[src/rtl/div_and_reflect_divisor_as_registered_out_pkg.sv]
`default_nettype none
// ============================================================================
// Module   : div_reflect_pkg
// Purpose  : Shared types and constants for the sequential signed divider
//            that reflects its divisor as a registered output.
// Contents : state_t FSM encoding, default operand widths, quotient
//            saturation bounds for the default quotient width.
// Revision : 1.0 - initial release
// ============================================================================
package div_reflect_pkg;

   localparam int DIV_A_WIDTH = 20;                          // quotient width
   localparam int DIV_B_WIDTH = 18;                          // divisor/remainder width
   localparam int DIV_P_WIDTH = DIV_A_WIDTH + DIV_B_WIDTH;   // dividend width

   // Signed quotient range for the default quotient width
   localparam int DIV_Q_MAX = (1 << (DIV_A_WIDTH - 1)) - 1;
   localparam int DIV_Q_MIN = -(1 << (DIV_A_WIDTH - 1));

   typedef enum logic [1:0] {
      IDLE = 2'd0,
      CALC = 2'd1,
      SIGN = 2'd2
   } state_t;

endpackage : div_reflect_pkg
`default_nettype wire

[src/rtl/div_and_reflect_divisor_as_registered_out_if.sv]
`default_nettype none
// ============================================================================
// Module   : div_and_reflect_divisor_as_registered_out_if
// Purpose  : Request/result bundle between a requester and the divider.
// Signals  : start, P, B         - request (requester -> divider)
//            busy, done, A, R,
//            DlyB_o, ovf, dbz    - status and results (divider -> requester)
// Modports : master (requester), slave (divider)
// Revision : 1.0 - initial release
// ============================================================================
interface div_and_reflect_divisor_as_registered_out_if
#(
   parameter int A_WIDTH = div_reflect_pkg::DIV_A_WIDTH,
   parameter int B_WIDTH = div_reflect_pkg::DIV_B_WIDTH
);
   localparam int P_WIDTH = A_WIDTH + B_WIDTH;

   logic                      start;
   logic signed [P_WIDTH-1:0] P;
   logic signed [B_WIDTH-1:0] B;
   logic                      busy;
   logic                      done;
   logic signed [A_WIDTH-1:0] A;
   logic signed [B_WIDTH-1:0] R;
   logic signed [B_WIDTH-1:0] DlyB_o;
   logic                      ovf;
   logic                      dbz;

   modport master (
      output start, P, B,
      input  busy, done, A, R, DlyB_o, ovf, dbz
   );

   modport slave (
      input  start, P, B,
      output busy, done, A, R, DlyB_o, ovf, dbz
   );

endinterface : div_and_reflect_divisor_as_registered_out_if
`default_nettype wire

[src/rtl/div_and_reflect_divisor_as_registered_out_step.sv]
`default_nettype none
// ============================================================================
// Module   : div_restoring_step
// Purpose  : One restoring-division step on unsigned magnitudes.
// Ports    : rem_in  [B_WIDTH] partial remainder (always < divisor)
//            bit_in            next dividend bit, MSB first
//            divisor [B_WIDTH] |B|
//            rem_out [B_WIDTH] new partial remainder
//            q_bit             quotient bit for this step
// Revision : 1.0 - initial release
// ============================================================================
module div_restoring_step
   import div_reflect_pkg::*;
#(
   parameter int B_WIDTH = DIV_B_WIDTH
)
(
   input  logic [B_WIDTH-1:0] rem_in,
   input  logic               bit_in,
   input  logic [B_WIDTH-1:0] divisor,
   output logic [B_WIDTH-1:0] rem_out,
   output logic               q_bit
);

   logic [B_WIDTH:0]   trial;
   logic [B_WIDTH-1:0] diff;

   // rem_in < divisor, so the shifted trial needs one extra bit, but the
   // difference after a successful subtract always fits back in B_WIDTH.
   always_comb begin
      trial   = {rem_in, bit_in};
      q_bit   = (trial >= {1'b0, divisor});
      diff    = trial[B_WIDTH-1:0] - divisor;
      rem_out = q_bit ? diff : trial[B_WIDTH-1:0];
   end

endmodule : div_restoring_step
`default_nettype wire

[src/rtl/div_and_reflect_divisor_as_registered_out.sv]
`default_nettype none
// ============================================================================
// Module   : div_and_reflect_divisor_as_registered_out
// Purpose  : Sequential signed divider A = P / B (truncated toward zero) with
//            remainder R, quotient saturation and divide-by-zero flagging.
//            The accepted divisor is reflected on DlyB_o.
// Ports    : clk   - rising-edge clock
//            reset - synchronous, active-low reset
//            bus   - slave side of the request/result interface
// Revision : 1.0 - initial release
// ============================================================================
module div_and_reflect_divisor_as_registered_out
   import div_reflect_pkg::*;
#(
   parameter int A_WIDTH = DIV_A_WIDTH,
   parameter int B_WIDTH = DIV_B_WIDTH
)
(
   input  logic clk,
   input  logic reset,
   div_and_reflect_divisor_as_registered_out_if.slave bus
);

   localparam int P_WIDTH = A_WIDTH + B_WIDTH;

   // Quotient magnitude limits for each result sign
   localparam logic [P_WIDTH-1:0] POS_LIM = P_WIDTH'((longint'(1) << (A_WIDTH - 1)) - 1);
   localparam logic [P_WIDTH-1:0] NEG_LIM = P_WIDTH'(longint'(1) << (A_WIDTH - 1));
   localparam logic [A_WIDTH-1:0] A_MAX   = {1'b0, {(A_WIDTH-1){1'b1}}};
   localparam logic [A_WIDTH-1:0] A_MIN   = {1'b1, {(A_WIDTH-1){1'b0}}};

   state_t state, state_nxt;

   logic [P_WIDTH-1:0] p_mag;     // dividend magnitude, shifted left each step
   logic [P_WIDTH-1:0] q_mag;     // quotient magnitude, bits shifted in MSB first
   logic [B_WIDTH-1:0] b_mag;
   logic [B_WIDTH-1:0] rem;
   logic               neg_p;
   logic               neg_q;
   logic               dbz_pend;
   logic [5:0]         cnt;

   logic [P_WIDTH-1:0] p_abs;
   logic [B_WIDTH-1:0] b_abs;
   logic [B_WIDTH-1:0] step_rem;
   logic               step_q;
   logic               ovf_pos;
   logic               ovf_neg;
   logic [A_WIDTH-1:0] a_val;
   logic [B_WIDTH-1:0] r_val;

   logic [A_WIDTH-1:0] a_q;
   logic [B_WIDTH-1:0] r_q;
   logic [B_WIDTH-1:0] dlyb_q;
   logic               ovf_q;
   logic               dbz_q;
   logic               done_q;

   div_restoring_step #(.B_WIDTH(B_WIDTH)) u_step (
      .rem_in  (rem),
      .bit_in  (p_mag[P_WIDTH-1]),
      .divisor (b_mag),
      .rem_out (step_rem),
      .q_bit   (step_q)
   );

   // Two's-complement negation of the most negative value yields exactly
   // 2^(W-1), which the unsigned magnitude vectors represent correctly.
   always_comb begin
      p_abs = bus.P[P_WIDTH-1] ? -bus.P : bus.P;
      b_abs = bus.B[B_WIDTH-1] ? -bus.B : bus.B;
   end

   // Saturation is decided on the magnitude so that 2^(P_WIDTH-1) (from
   // -2^37 / -1) never has to be held in a signed vector.
   always_comb begin
      ovf_pos = !neg_q && (q_mag > POS_LIM);
      ovf_neg =  neg_q && (q_mag > NEG_LIM);
      a_val   = neg_q ? -q_mag[A_WIDTH-1:0] : q_mag[A_WIDTH-1:0];
      r_val   = neg_p ? -rem : rem;
   end

   always_ff @(posedge clk) begin
      if (!reset) begin
         state <= IDLE;
      end else begin
         state <= state_nxt;
      end
   end

   always_comb begin
      state_nxt = state;
      case (state)
         IDLE: begin
            if (bus.start) begin
               state_nxt = (bus.B == '0) ? SIGN : CALC;
            end
         end
         CALC: begin
            if (cnt == '0) begin
               state_nxt = SIGN;
            end
         end
         SIGN: begin
            state_nxt = IDLE;
         end
         default: begin
            state_nxt = IDLE;
         end
      endcase
   end

   always_ff @(posedge clk) begin
      if (!reset) begin
         p_mag    <= '0;
         q_mag    <= '0;
         b_mag    <= '0;
         rem      <= '0;
         neg_p    <= 1'b0;
         neg_q    <= 1'b0;
         dbz_pend <= 1'b0;
         cnt      <= '0;
         a_q      <= '0;
         r_q      <= '0;
         dlyb_q   <= '0;
         ovf_q    <= 1'b0;
         dbz_q    <= 1'b0;
         done_q   <= 1'b0;
      end else begin
         done_q <= 1'b0;
         case (state)
            IDLE: begin
               if (bus.start) begin
                  p_mag    <= p_abs;
                  b_mag    <= b_abs;
                  neg_p    <= bus.P[P_WIDTH-1];
                  neg_q    <= bus.P[P_WIDTH-1] ^ bus.B[B_WIDTH-1];
                  dlyb_q   <= bus.B;
                  dbz_pend <= (bus.B == '0);
                  rem      <= '0;
                  q_mag    <= '0;
                  cnt      <= 6'(P_WIDTH - 1);
               end
            end
            CALC: begin
               rem   <= step_rem;
               q_mag <= {q_mag[P_WIDTH-2:0], step_q};
               p_mag <= {p_mag[P_WIDTH-2:0], 1'b0};
               cnt   <= cnt - 6'd1;
            end
            SIGN: begin
               done_q <= 1'b1;
               if (dbz_pend) begin
                  a_q   <= '0;
                  r_q   <= '0;
                  ovf_q <= 1'b0;
                  dbz_q <= 1'b1;
               end else if (ovf_pos || ovf_neg) begin
                  a_q   <= ovf_pos ? A_MAX : A_MIN;
                  r_q   <= '0;
                  ovf_q <= 1'b1;
                  dbz_q <= 1'b0;
               end else begin
                  a_q   <= a_val;
                  r_q   <= r_val;
                  ovf_q <= 1'b0;
                  dbz_q <= 1'b0;
               end
            end
            default: begin
               done_q <= 1'b0;
            end
         endcase
      end
   end

   assign bus.busy   = (state != IDLE);
   assign bus.done   = done_q;
   assign bus.A      = a_q;
   assign bus.R      = r_q;
   assign bus.DlyB_o = dlyb_q;
   assign bus.ovf    = ovf_q;
   assign bus.dbz    = dbz_q;

endmodule : div_and_reflect_divisor_as_registered_out
`default_nettype wire
[src/flat_wrapper.sv]
// flat-port wrapper written by rule: the top's interface ports become plain ports
module div_and_reflect_divisor_as_registered_out_flat import div_reflect_pkg::*;
#(
   parameter int A_WIDTH = DIV_A_WIDTH,
   parameter int B_WIDTH = DIV_B_WIDTH
)
  (clk, reset, bus_start, bus_P, bus_B, bus_busy, bus_done, bus_A, bus_R, bus_DlyB_o, bus_ovf, bus_dbz);
  div_and_reflect_divisor_as_registered_out_if #(.A_WIDTH(A_WIDTH), .B_WIDTH(B_WIDTH)) bus_i ();
  input  logic clk;
  input  logic reset;
  input wire logic [$bits(bus_i.start)-1:0] bus_start;
  input wire logic [$bits(bus_i.P)-1:0] bus_P;
  input wire logic [$bits(bus_i.B)-1:0] bus_B;
  output wire logic [$bits(bus_i.busy)-1:0] bus_busy;
  output wire logic [$bits(bus_i.done)-1:0] bus_done;
  output wire logic [$bits(bus_i.A)-1:0] bus_A;
  output wire logic [$bits(bus_i.R)-1:0] bus_R;
  output wire logic [$bits(bus_i.DlyB_o)-1:0] bus_DlyB_o;
  output wire logic [$bits(bus_i.ovf)-1:0] bus_ovf;
  output wire logic [$bits(bus_i.dbz)-1:0] bus_dbz;
  assign bus_i.start = bus_start;
  assign bus_i.P = bus_P;
  assign bus_i.B = bus_B;
  assign bus_busy = bus_i.busy;
  assign bus_done = bus_i.done;
  assign bus_A = bus_i.A;
  assign bus_R = bus_i.R;
  assign bus_DlyB_o = bus_i.DlyB_o;
  assign bus_ovf = bus_i.ovf;
  assign bus_dbz = bus_i.dbz;
  div_and_reflect_divisor_as_registered_out #(.A_WIDTH(A_WIDTH), .B_WIDTH(B_WIDTH)) u_core (.clk(clk), .reset(reset), .bus(bus_i));
endmodule
[config.mk]
export PLATFORM = sky130hd
export DESIGN_NAME = div_and_reflect_divisor_as_registered_out_flat
export DESIGN_NICKNAME = d
export VERILOG_FILES = /design/src/rtl/div_and_reflect_divisor_as_registered_out_pkg.sv /design/src/rtl/div_and_reflect_divisor_as_registered_out_if.sv /design/src/rtl/div_and_reflect_divisor_as_registered_out_step.sv /design/src/rtl/div_and_reflect_divisor_as_registered_out.sv /design/src/flat_wrapper.sv
export SDC_FILE = /design/constraint.sdc
export NUM_CORES = 1
export LEC_CHECK = 0
export ABC_AREA = 1
export CORE_ASPECT_RATIO = 0.75
export CORE_MARGIN = 1.5
export CORE_UTILIZATION = 50
export CTS_CLUSTER_DIAMETER = 150
export DETAILED_ROUTE_END_ITERATION = 6
export GPL_TIMING_DRIVEN = 0
export HOLD_SLACK_MARGIN = 0.15
export PLACE_DENSITY = 0.73
export SLEW_MARGIN = 25
export SYNTH_ARGS = -nofsm -noshare
export SYNTH_HDL_FRONTEND = slang
export SYNTH_HIERARCHICAL = 1
export SYNTH_SLANG_ARGS = --single-unit
[constraint.sdc]
create_clock -name clk -period 6 [get_ports clk]
set_clock_uncertainty 0.05 [all_clocks]
set_input_delay 0.6 -clock clk [delete_from_list [all_inputs] [get_ports clk]]
set_output_delay 0.6 -clock clk [all_outputs]
set_load 0.03 [all_outputs]
==> metrics, run 1 <==
worst reg2reg endpoint u_core/p_mag[36]$_SDFFE_PN0P_; M1 WL 16.97 mm; final non-filler cell total 2156; Residual DRC 0; Worst Max-Slew Pin Slew 0.7964 ns; simple-gate share of the synthesized area 36.19%; synth warn 6; Cell variety after synth 50; # resized after CTS 0; Detailed Place HPWL 26.75 mm; Buf/Inv on CP 4; Die ar. 0.02252 mm2; Die Wd 172.8 um; count of final setup violators 0; fin nets 1939; drt via density 5.464; RD Place Congestion 0.9716; Max Slew Vio Count 0; CP most frequent cell clkbuf_1; Crit path depth 8; Synth Area in XOR/XNOR 2.998%; final hold vios 0; crit-path leading delay family buffers and inverters; Root Buffer clkbuf_16; CP Data Arrival Time 3.06 ns; total congestion overflow 0; peak supply drop 0.2831 mV; #FFs+latches synth 181; status complete, no violations; postcts setup bufs 0; clk buf depth 2; crit start category flip-flop; via count 11780; antenna violations before repair 0; reg-to-reg slack, setup 3.26 ns; Core Region 0.02118 mm2; crit path cell chain inv_2, nor2_2, inv_1, clkbuf_1, clkbuf_1, nand3_1, nand2_1, a21oi_1; CTS tree yes; vias in the first global route 10420; Mapped Nets 1804; Synth Area in Compound Gates 15.79%; final core occ 61.04%; CP Launch Point u_core/state[0]$_SDFFE_PN0P_; slowest cell delay on critical path 0.61 ns; setup ws final 3.256 ns; I/O Buffers 116; Final ANT Viol Nets 0; Clk Latency, worst-skew pair 0.44 ns; setup_tns 0 ns; fillcell total 2156; Setup WS pre-CTS 2.939 ns; critical path required time 6.31 ns; Crit-path slowest cell nor2_2; WL met2 14.75 mm; PwrDens 427.3 mW/mm2; Max Cap Viol 0; RSZ-0062 raised after global routing false; first-pass GRT wire length 54.81 mm; top sig layer met4; largest net degree at the start of global routing 18; DR WL/cell 16.24 um; Reg2Reg Depth 8; num rows 46; critical path type flip-flop to flip-flop; Sink Count 181; Synth Instances 1720; ys async rst share 0%; Initial Util 51.04%; largest family of logic cells by synthesized area simple AND/OR/NAND/NOR gates; critical path capture point type flip-flop; worst r2r src u_core/state[0]$_SDFFE_PN0P_; Diodes inserted 0; CP endpoint u_core/p_mag[36]$_SDFFE_PN0P_; 1st-iter DRT viols 1259; Post-synth top flop dfxtp_1; Final period util 45.73%; Lkg Pwr 0.005622 uW; drt pass-1 iters 6; Syn Area/Cell 6.285 um2; multiplexer share of the synthesized area 0%; Final Critical Period 2.744 ns; Power Total 5525 uW; Peak Freq 0.3645 GHz; die height 130.3 um; Syn Std Cell Area 0.01081 mm2; Worst Hold Class flip-flop to flip-flop; area grow syn2layout 19.59%; Slew headroom 46.85%; Global Route Usage Sum 30.83%; layout cells sized above 1 4.872%; placed cell count 2124; Clk pin slew, worst setup/hold paths 0.07 ns; CTS Hold Buffers Added 0; routed wire length 35.02 mm; cts bufs inserted 17; post-synthesis adder-cell area fraction 2.963%; number of flops mapped to enable cells by yosys 0; htree depth 4; Crit Path Max Fanout 10; Ports 119; sequential area share after synthesis 33.52%; routed wl met3 2.821 mm
worst reg2reg max path, delay by kind of cell, from the launching register on:
family          cells  cell delay (ns)
compound gates      1             0.13
buf+inv             4             1.05
flops               1             0.41
simple gates        3             1.03
routing by layer:
metal  track usage (%)  vias up
met5                 0        -
met2             47.27      486
met4             7.468        0
met3             5.361       32
li1                  -     5848
met1             44.93     5415
flip-flops by register name, summed over array words and instances, names as in the netlist:
name / cells
u_core/bus.R: 18
u_core/neg_q: 1
u_core/bus.A: 20
u_core/bus.DlyB_o: 17
u_core/rem: 18
u_core/b_mag: 18
u_core/state: 2
u_core/p_mag: 38
u_core/cnt: 6
u_core/q_mag: 38
u_core/bus.ovf: 1
u_core/neg_p: 1
u_core/bus.done: 1
u_core/dbz_pend: 1
u_core/bus.dbz: 1
report_power, final:
part | internal (uW) | switching [uW]
registers | 1320 | 147
clock network | 627 | 521
logic | 1000 | 1910
total | 2950 | 2580
cells in the mapped netlist, drive strengths merged (11+ instances only):
| master | number | share of area, % |
|---|---|---|
| a21oi | 183 | 8.5 |
| buf | 18 | 1.1 |
| clkbuf | 60 | 2.1 |
| dfxtp | 181 | 34 |
| ha | 24 | 2.8 |
| inv | 151 | 5.2 |
| nand2 | 531 | 19 |
| nand3 | 127 | 6.0 |
| nand3b | 17 | 1.2 |
| nand4 | 23 | 1.4 |
| nor2 | 197 | 7.1 |
| nor3 | 14 | 0.65 |
| o21ai | 104 | 4.9 |
| or2 | 11 | 0.64 |
| xnor2 | 11 | 0.89 |
| xor2 | 26 | 2.1 |
cells by family (layout without fill, tap and decap cells):
group / count (synthesis) / after routing
compound gates: 318 / 318
xor+xnor: 37 / 37
fa+ha+maj: 25 / 25
buf+inv: 232 / 380
flops: 181 / 181
simple gates: 927 / 927
stage by stage:
stage	instance area [um2]	hold slack (ns)
floorplan	10810	0.3861
global placement	12330	0.3944
detailed placement	12330	0.4056
CTS	12930	0.4163
global route	12930	0.4328
finish	12930	0.4153
final cells by class:
cell class	instances	area, um2	area share (%)
clock inverter	14	167.7	1.297
inverter	154	578.1	4.471
clock buffer	18	429.2	3.319
tap	288	360.3	2.787
multi-input combinational	1307	6264	48.45
buffer	78	345.3	2.671
sequential	181	3623	28.03
timing repair buffer	116	1161	8.981
cells in the final DEF, fill, tap and decap left out, types with 3 or more instances in the layout:
cell / netlist / routed
buf_2: 8 / 8
clkdlybuf4s50_1: 0 / 116
buf_6: 4 / 4
nand2_2: 9 / 9
nand3b_1: 17 / 17
o31ai_1: 5 / 5
nand3_1: 125 / 125
nor2_1: 189 / 189
clkbuf_1: 59 / 60
or2_2: 7 / 7
and2_1: 3 / 3
nor2_2: 6 / 6
o21ai_0: 96 / 96
clkinv_1: 3 / 3
buf_4: 3 / 3
nand4_1: 22 / 22
o211ai_1: 8 / 8
buf_1: 3 / 3
inv_2: 7 / 7
ha_1: 24 / 24
a21oi_1: 181 / 181
nand2_1: 520 / 520
inv_1: 144 / 144
inv_6: 0 / 4
dfxtp_1: 181 / 181
o22ai_1: 5 / 5
nor3_1: 14 / 14
xor2_1: 26 / 26
xnor2_1: 11 / 11
a31oi_1: 4 / 4
o21ai_1: 6 / 6
clkbuf_16: 0 / 17
how the worst min path moves through the flow:
stage	slack, ns	startpoint	to	cells after the start
after floorplan	0.39	u_core/q_mag[37]$_SDFFE_PN0P_	u_core/q_mag[37]$_SDFFE_PN0P_	2
after global placement	0.39	u_core/q_mag[37]$_SDFFE_PN0P_	u_core/q_mag[37]$_SDFFE_PN0P_	2
after detailed placement	0.41	u_core/p_mag[22]$_SDFFE_PN0P_	u_core/p_mag[22]$_SDFFE_PN0P_	2
after CTS	0.42	u_core/q_mag[37]$_SDFFE_PN0P_	u_core/q_mag[37]$_SDFFE_PN0P_	2
after global routing	0.43	u_core/q_mag[37]$_SDFFE_PN0P_	u_core/q_mag[37]$_SDFFE_PN0P_	2
final	0.42	u_core/bus.A[4]$_SDFFE_PN0P_	u_core/bus.A[4]$_SDFFE_PN0P_	2
No activity file was read; power rests on OpenSTA's default activity.
==> inputs of run 2 (changes only) <==
--- a/config.mk
+++ b/config.mk
@@ -13,7 +13,7 @@
 export DETAILED_ROUTE_END_ITERATION = 6
 export GPL_TIMING_DRIVEN = 0
 export HOLD_SLACK_MARGIN = 0.15
-export PLACE_DENSITY = 0.73
+export PLACE_DENSITY = 0.76
 export SLEW_MARGIN = 25
 export SYNTH_ARGS = -nofsm -noshare
 export SYNTH_HDL_FRONTEND = slang
==> constraint.sdc (replaced) <==
create_clock -name clk -period 2.3 [get_ports clk]
set_clock_uncertainty 0.05 [all_clocks]
set_input_delay 0.23 -clock clk [delete_from_list [all_inputs] [get_ports clk]]
set_output_delay 0.23 -clock clk [all_outputs]
set_load 0.03 [all_outputs]
==> metrics, run 2 (synthesized netlist as in run 1, its figures left out) <==
final core occ 62.33% (+1.3 points); largest net degree at the start of global routing 18 (unchanged); Crit Path Max Fanout 3 (-7); fillcell total 2034 (-5.7%); cell area after layout 0.01320 mm2 (+2.1%); commonest non-fill, non-tap cell in the layout nand2_1; Max Slew Vio Count 0 (unchanged); area grow syn2layout 22.12%; most frequent cells in the layout nand2_1, nor2_1, a21oi_1; via count 11970 (+1.6%); Max Cap Viol 0 (unchanged); count of final setup violators 0 (unchanged); crit start category flip-flop; I/O Buffers 116 (unchanged); PwrDens 1142 mW/mm2 (+170%); placed cell count 2124 (unchanged); 1st-iter DRT viols 1298 (+3.1%); clk buf depth 2 (unchanged); cts bufs inserted 17 (unchanged); htree depth 4 (unchanged); Final Critical Period 2.252 ns (-0.4920 ns); Lkg Pwr 0.005684 uW (+1.1%); CTS Hold Buffers Added 0 (unchanged); status complete, no violations; vias in the first global route 10620 (+1.9%); drt pass-1 iters 6 (unchanged); Final period util 97.91% (+52 points); die height 130.3 um (unchanged); Clk Latency, worst-skew pair 0.43 ns (about the same); CP most frequent cell nand2_1; critical path type flip-flop to flip-flop; layout cells sized above 1 7.791% (+2.9 points); Clk pin slew, worst setup/hold paths 0.07 ns (about the same); Ports 119 (unchanged); Die Wd 172.8 um (unchanged); Power Total 15070 uW (+170%); Final ANT Viol Nets 0 (unchanged); final hold vios 0 (unchanged); Core Region 0.02118 mm2 (unchanged); setup ws final 0.04818 ns (-3.208 ns); RD Place Congestion 0.9870 (+1.6%); RSZ-0062 raised after global routing true; first-pass GRT wire length 54.75 mm (-0.10%); Worst Max-Slew Pin Slew 0.7908 ns (-0.005640 ns); total congestion overflow 0 (unchanged); antenna violations before repair 0 (unchanged); Detailed Place HPWL 26.62 mm (-0.47%); DR WL/cell 16.29 um (+0.25%); num rows 46 (unchanged); Cell Area, Placed 0.01233 mm2 (unchanged); critical path required time 2.60 ns (-3.71 ns); Diodes inserted 0 (unchanged); peak supply drop 0.7853 mV (+180%); Slew headroom 46.72% (-0.12 points); CTS tree yes; Root Buffer clkbuf_16; Buf/Inv on CP 1 (-3); Crit-path slowest cell fa_2; slowest cell delay on critical path 0.38 ns (-0.23 ns); Peak Freq 0.4441 GHz (+22%); fin nets 1945 (+0.31%); Sink Count 181 (unchanged); drt via density 5.535 (+1.3%); Setup WS pre-CTS -0.3725 ns (-3.312 ns); critical path capture point type flip-flop; Die ar. 0.02252 mm2 (unchanged); Worst Hold Class input port to flip-flop; CP Data Arrival Time 2.55 ns (-0.51 ns); Initial Util 51.04% (unchanged); final non-filler cell total 2162 (+0.28%); crit-path leading delay family adder cells; Global Route Usage Sum 30.63% (-0.20 points); Residual DRC 0 (unchanged); routed wire length 35.21 mm (+0.53%); crit path cell chain inv_1, ha_1, fa_2, o21ai_2, nand2_1, nand2_1, xor2_1, nand2_1, nand2_1, nand2_1, a21oi_1
[run 2: cell type report]
cell class                 instances  area [um2]  area share (%)
tap                              288       360.3           2.730
timing repair buffer             121        1199           9.080
buffer                            78       359.1           2.720
clock buffer                      20       466.7           3.535
clock inverter                    12       132.6           1.005
inverter                         154       578.1           4.379
multi-input combinational       1308        6459           48.92
sequential                       181        3647           27.63
[run 2: power breakdown]
part	switching, uW	leakage, uW	total [uW]	internal, uW
clock network	1370	0.000298	2990	1620
logic	5210	0.00390	8200	2990
registers	412	0.00148	3880	3470
total	6990	0.00568	15100	8080
[run 2: final timing paths]
kind	start	end	slack, ns	depth (start not counted)
setup / recovery	u_core/p_mag[37]$_SDFFE_PN0P_	u_core/rem[8]$_SDFFE_PN0P_	0.05	11
hold / removal	reset	u_core/state[1]$_SDFFE_PN0P_	0.24	3
setup reg to reg	u_core/p_mag[37]$_SDFFE_PN0P_	u_core/rem[8]$_SDFFE_PN0P_	0.05	11
hold reg to reg	u_core/bus.A[1]$_SDFFE_PN0P_	u_core/bus.A[1]$_SDFFE_PN0P_	0.42	2
[run 2: what timing repair did]
| item | CTS | global route |
|---|---|---|
| cloned | 0 | 1 |
| buffers inserted | 0 | 5 |
| pin swaps | 0 | 6 |
| resized for setup | 4 | 61 |
| setup endpoints to repair | 26 | 57 |
[run 2: layer usage]
metal	vias to the layer above	global-route usage (%)	wire length [um]
li1	5850	-	-
met1	5550	44.37	16810
met2	525	46.58	14770
met3	41	6.061	3047
met4	0	7.877	579
met5	-	0	0
[run 2: tightest hold or removal path: stages]
cell      delay, ns
clkbuf_1       0.24
nand3_1        0.17
a21oi_1        0.04
[run 2: per-stage QoR]
step           TNS (ns)  hold slack (ns)
4_1_cts               0           0.2286
6_report              0           0.2439
5_1_grt        -0.05271           0.2772
2_1_floorplan         0           0.3258
3_3_place_gp     -4.141           0.3944
3_5_place_dp     -4.491           0.4059
